[src/rtl/spi_master_ctrl_if.sv]
// Host and pin-side signal bundle for the SPI master controller.
// The master modport is the controller's view; slave is the host/peripheral side.
interface spi_master_ctrl_if;
    logic       start;
    logic [9:0] cmd;
    logic       busy;
    logic       done;
    logic [7:0] rd_data;
    logic       rd_valid;
    logic       SS_n;
    logic       MOSI;
    logic       MISO;

    modport master (
        input  start, cmd, MISO,
        output busy, done, rd_data, rd_valid, SS_n, MOSI
    );

    modport slave (
        output start, cmd, MISO,
        input  busy, done, rd_data, rd_valid, SS_n, MOSI
    );
endinterface

[src/rtl/spi_master_ctrl.sv]
// Host-side SPI master: frames one 10-bit command per transaction on SS_n/MOSI
// (SCK = clk) and captures an 8-bit MISO reply for read-data commands.
module spi_master_ctrl #(
    parameter int RD_LAT = 3,  // edges from last MOSI-sampled edge to first MISO sample (1..15)
    parameter int GAP    = 1   // SS_n high cycles after a frame before a new start (1..15)
) (
    input  logic              clk,
    input  logic              rst_n,
    spi_master_ctrl_if.master bus
);

    localparam logic [2:0] S_IDLE     = 3'd0;
    localparam logic [2:0] S_SETUP    = 3'd1;
    localparam logic [2:0] S_SEL      = 3'd2;
    localparam logic [2:0] S_SHIFT    = 3'd3;
    localparam logic [2:0] S_RD_WAIT  = 3'd4;
    localparam logic [2:0] S_RD_SHIFT = 3'd5;
    localparam logic [2:0] S_GAP      = 3'd6;

    logic [2:0] state;
    logic [9:0] cmd_q;
    logic [3:0] cnt;         // bit index while shifting, latency/gap count otherwise
    logic       shift_last;  // cmd_q[0] is on MOSI; next edge closes the command phase
    logic [6:0] rx_sr;
    logic       accept;

    // The final GAP edge doubles as the IDLE sampling edge, so a held start
    // yields frames separated by exactly GAP cycles of SS_n high.
    assign accept = bus.start &&
                    ((state == S_IDLE) || ((state == S_GAP) && (cnt == 4'd1)));

    // NOTE: sequential state uses non-blocking assignments only, so every
    // register samples the pre-edge value of every other register.
    always_ff @(posedge clk or negedge rst_n) begin
        if (!rst_n) begin
            state      <= S_IDLE;
            cmd_q      <= '0;
            cnt        <= '0;
            shift_last <= 1'b0;
            rx_sr      <= '0;
            bus.SS_n     <= 1'b1;
            bus.MOSI     <= 1'b0;
            bus.busy     <= 1'b0;
            bus.done     <= 1'b0;
            bus.rd_valid <= 1'b0;
            bus.rd_data  <= 8'h00;
        end else if (accept) begin
            state        <= S_SETUP;
            cmd_q        <= bus.cmd;
            bus.SS_n     <= 1'b0;
            bus.MOSI     <= 1'b0;
            bus.busy     <= 1'b1;
            bus.done     <= 1'b0;
            bus.rd_valid <= 1'b0;
        end else begin
            case (state)
                S_IDLE: begin
                    bus.busy <= 1'b0;
                end
                S_SETUP: begin
                    // Path-select bit goes out one edge early for the slave's command check.
                    bus.MOSI <= cmd_q[9];
                    state    <= S_SEL;
                end
                S_SEL: begin
                    bus.MOSI   <= cmd_q[9];
                    cnt        <= 4'd8;
                    shift_last <= 1'b0;
                    state      <= S_SHIFT;
                end
                S_SHIFT: begin
                    if (!shift_last) begin
                        bus.MOSI   <= cmd_q[cnt];
                        shift_last <= (cnt == 4'd0);
                        cnt        <= cnt - 4'd1;
                    end else begin
                        bus.MOSI   <= 1'b0;
                        shift_last <= 1'b0;
                        if (cmd_q[9:8] == 2'b11) begin
                            if (RD_LAT == 1) begin
                                cnt   <= 4'd7;
                                state <= S_RD_SHIFT;
                            end else begin
                                cnt   <= 4'(RD_LAT - 1);
                                state <= S_RD_WAIT;
                            end
                        end else begin
                            bus.SS_n <= 1'b1;
                            bus.done <= 1'b1;
                            cnt      <= 4'(GAP);
                            state    <= S_GAP;
                        end
                    end
                end
                S_RD_WAIT: begin
                    if (cnt == 4'd1) begin
                        cnt   <= 4'd7;
                        state <= S_RD_SHIFT;
                    end else begin
                        cnt <= cnt - 4'd1;
                    end
                end
                S_RD_SHIFT: begin
                    rx_sr <= {rx_sr[5:0], bus.MISO};
                    if (cnt == 4'd0) begin
                        bus.SS_n     <= 1'b1;
                        bus.rd_data  <= {rx_sr, bus.MISO};
                        bus.rd_valid <= 1'b1;
                        bus.done     <= 1'b1;
                        cnt          <= 4'(GAP);
                        state        <= S_GAP;
                    end else begin
                        cnt <= cnt - 4'd1;
                    end
                end
                S_GAP: begin
                    bus.done     <= 1'b0;
                    bus.rd_valid <= 1'b0;
                    if (cnt == 4'd1) begin
                        bus.busy <= 1'b0;
                        state    <= S_IDLE;
                    end else begin
                        cnt <= cnt - 4'd1;
                    end
                end
                default: begin
                    bus.SS_n <= 1'b1;
                    bus.busy <= 1'b0;
                    state    <= S_IDLE;
                end
            endcase
        end
    end

endmodule

[src/flat_wrapper.sv]
// flat-port wrapper written by rule: the top's interface ports become plain ports
module spi_master_ctrl_flat 
#(
    parameter int RD_LAT = 3,                                                                   
    parameter int GAP    = 1                                                               
)
  (clk, rst_n, bus_start, bus_cmd, bus_MISO, bus_busy, bus_done, bus_rd_data, bus_rd_valid, bus_SS_n, bus_MOSI);
  spi_master_ctrl_if bus_i ();
  input  logic clk;
  input  logic rst_n;
  input wire logic [$bits(bus_i.start)-1:0] bus_start;
  input wire logic [$bits(bus_i.cmd)-1:0] bus_cmd;
  input wire logic [$bits(bus_i.MISO)-1:0] bus_MISO;
  output wire logic [$bits(bus_i.busy)-1:0] bus_busy;
  output wire logic [$bits(bus_i.done)-1:0] bus_done;
  output wire logic [$bits(bus_i.rd_data)-1:0] bus_rd_data;
  output wire logic [$bits(bus_i.rd_valid)-1:0] bus_rd_valid;
  output wire logic [$bits(bus_i.SS_n)-1:0] bus_SS_n;
  output wire logic [$bits(bus_i.MOSI)-1:0] bus_MOSI;
  assign bus_i.start = bus_start;
  assign bus_i.cmd = bus_cmd;
  assign bus_i.MISO = bus_MISO;
  assign bus_busy = bus_i.busy;
  assign bus_done = bus_i.done;
  assign bus_rd_data = bus_i.rd_data;
  assign bus_rd_valid = bus_i.rd_valid;
  assign bus_SS_n = bus_i.SS_n;
  assign bus_MOSI = bus_i.MOSI;
  spi_master_ctrl #(.RD_LAT(RD_LAT), .GAP(GAP)) u_core (.clk(clk), .rst_n(rst_n), .bus(bus_i));
endmodule
[config.mk]
export PLATFORM = sky130hd
export DESIGN_NAME = spi_master_ctrl_flat
export DESIGN_NICKNAME = d
export VERILOG_FILES = /design/src/rtl/spi_master_ctrl_if.sv /design/src/rtl/spi_master_ctrl.sv /design/src/flat_wrapper.sv
export SDC_FILE = /design/constraint.sdc
export NUM_CORES = 1
export LEC_CHECK = 0
export ABC_CLOCK_PERIOD_IN_PS = 3120
export CORE_UTILIZATION = 30
export DETAILED_ROUTE_END_ITERATION = 10
export PLACE_DENSITY = 0.56
export RECOVER_POWER = 25
export SETUP_SLACK_MARGIN = 0.4
export SYNTH_ARGS = -nofsm -noshare
export SYNTH_HDL_FRONTEND = slang
export SYNTH_SLANG_ARGS = --single-unit
[constraint.sdc]
create_clock -name clk -period 3.12 [get_ports clk]
set_input_delay 0.468 -clock clk [delete_from_list [all_inputs] [get_ports clk]]
set_output_delay 0.468 -clock clk [all_outputs]
set_load 0.01 [all_outputs]
==> metrics.txt <==
All-Layer GR Usage=0.129; H-tree depth=2; endpoint type of the worst setup path=register; proportion of synthesized chip area in sequential cells=0.480; Slew Limit Fails=39; area of the core=6350 um2; Netlist cell types=48; GP Congestion=0.829; max-cap violations=1; RSZ-0062 raised after global routing=false; Slew @ Worst Pin=2.04 ns; wire per inst=14.7 um; Seq cells post-synth=38; Crit Path Max Fanout=12; later-pin clock latency in the skew report=0.29 ns; top sig layer=met4; commonest non-fill, non-tap cell in the layout=dfrtp_1; worst hold slack=0.510 ns; layout cell share with drive strength beyond 1=0.218; Crit-path slowest cell=dfrtp_1; Syn Std Cell Area=1980 um2; Critical Path AT=2.48 ns; min Tclk post-route=2.30 ns; initial antenna violation count=0; leak pwr=1.05 nW; Pwr Density=913 nW/um2; WL met1=2080 um; Longest Clk Path Bufs=2; antenna-violating nets left=0; CTS tree=done; met3 wire length=187 um; first-iteration detailed-routing DRC count=141; postcts setup bufs=0; I/O Pins=27; switching share of power=0.362; DR pass1 iterations=4; register share of total power=0.389; hold_buf cts=0; Fillers=619; asr flop ratio synth=1.00; Worst-path clk slew=0.07 ns; R2R depth=5; global-route wire length before repair=7150 um; hold depth=1; Synth area leaders=dfrtp_1, mux2_2, mux2_4; maximum number of pins on one net before global-route repair=39; internal power=1.41 mW; worst path cell trace=ha_1 > or3b_4 > o41ai_4 > buf_4 > mux2_2; commonest cells after routing, fill and taps aside=dfrtp_1, clkdlybuf4s50_1, mux2_2; Worst path max stage delay=0.59 ns; Ys Warns=0; Net Count, Synth=194; post-route fraction of the period consumed by the critical path=0.738; Switch Pwr=0.803 mW; CP required=3.30 ns; post-DP HPWL=2830 um; Post-route DRC=0; die height=83.3 um; setup TNS=0 ns; Max-slew headroom=-0.363; failing checks=capacitance limit, slew limit; Ant. Diodes=0; Worst Clk Skew=0.00666 ns; synth-to-layout area growth=22.5%; Peak VDD IR=0.395 mV; vias in the first global route=1,410; vias per inst=5.10; fmax=434 MHz; root buffer cell=clkbuf_8; area leader, netlist=dfrtp_1; top_reg_cell synth=dfrtp_1; Chip Width=83.3 um; crit start category=register; total wire length=4170 um; WS Path Type=register to register; Final nets=222; Clk pwr share=0.195; Starting Density=0.312; Die ar.=6940 um2; global route overflow=0; final hold viol count=0; syn_area_per_cell=11.1 um2; Syn Inst Count=178; Port Buf Inserts=26; Tightest Hold Check Type=register to register; number of flops mapped to enable cells by yosys=0; routed vias=1,444; CTS Buf Count=5; # clock sinks=38; Comb pwr share=0.415; top cell type's share of synthesized area=0.467; status=finished with violations; post-cts sizing count=0; # setup viols final=0; row cnt=29; WL met2=1830 um
## worst paths after layout
kind / startpoint / to / slack [ns]
min reg2reg: u_core.bus.rd_data[3]$_DFFE_PN0P_ / u_core.bus.rd_data[3]$_DFFE_PN0P_ / 0.51
min in group asynchronous: rst_n / u_core.rx_sr[4]$_DFFE_PN0P_ / 0.76
min: u_core.bus.rd_data[3]$_DFFE_PN0P_ / u_core.bus.rd_data[3]$_DFFE_PN0P_ / 0.51
max reg2reg: u_core.cnt[0]$_DFFE_PN0P_ / u_core.cmd_q[1]$_DFFE_PN0N_ / 0.82
max in group asynchronous: rst_n / u_core.cmd_q[7]$_DFFE_PN0N_ / 1.19
max: u_core.cnt[0]$_DFFE_PN0P_ / u_core.cmd_q[1]$_DFFE_PN0N_ / 0.82
## registers in the layout (all words and copies together), names as in the netlist
register             flops
u_core.bus.rd_data       8
u_core.rx_sr             7
u_core.cmd_q            10
u_core.bus.MOSI          1
u_core.cnt               4
u_core.bus.SS_n          1
u_core.shift_last        1
u_core.bus.busy          1
u_core.bus.rd_valid      1
u_core.state             3
u_core.bus.done          1
## stage by stage
step	std cells	total power, mW	setup WS, ns	cell area, um2	util
floorplan	178	1.51	1.08	1980	-
global placement	276	1.79	0.881	2320	0.365
detailed placement	276	1.79	0.833	2320	0.365
CTS	283	2.23	0.826	2430	0.383
global route	283	2.38	0.744	2430	0.382
finish	283	2.22	0.816	2430	0.382
## worst max-delay path, delay by kind of cell (launching register included)
| kind | cells | cell delay [ns] |
|---|---|---|
| muxes | 1 | 0.35 |
| AOI/OAI and AO/OA | 1 | 0.28 |
| DFF | 1 | 0.59 |
| adders and majority gates | 1 | 0.25 |
| buffers and inverters | 1 | 0.28 |
| and+or+nand+nor | 1 | 0.43 |
## cell usage after synthesis, drive strengths merged, types with 2 or more instances
master	instances
a21oi	11
a2bb2oi	2
buf	6
clkbuf	4
dfrtp	37
ha	2
inv	7
mux2	25
mux4	2
nand2	12
nand2b	2
nand3	3
nand4	2
nor2	12
nor2b	3
nor3	2
nor3b	2
nor4	3
o21ai	14
o31ai	2
or3	2
or3b	2
## cell families after synthesis
logic type / share of synthesized area
multiplexers: 0.185
AND/OR/NAND/NOR: 0.130
buffers and inverters: 0.0410
adder cells (fa/ha/maj): 0.0126
AO/OA/AOI/OAI: 0.151
flip-flops: 0.480
## cell type report
type	count	area, um2	area share
clock buffers	6	82.6	0.0340
clock inverters	1	30.0	0.0124
inverters	7	26.3	0.0108
multi-input cells	123	950	0.391
flip-flops and latches	38	952	0.392
well taps	77	96.3	0.0397
repair buffers	31	292	0.120
## per-layer routing
metal	up-vias	track usage
met4	0	0.0596
met1	688	0.190
met3	5	0.0298
li1	705	-
met5	-	0
met2	46	0.178
## power groups by stage
stage               combinational [mW]  sequential, mW  clock [mW]
global placement                 0.921           0.871           0
floorplan                        0.730           0.782           0
finish                           0.921           0.864       0.433
CTS                              0.922           0.865       0.444
detailed placement               0.912           0.874           0
global route                      1.02           0.895       0.470
No activity file was read; power rests on OpenSTA's default activity.
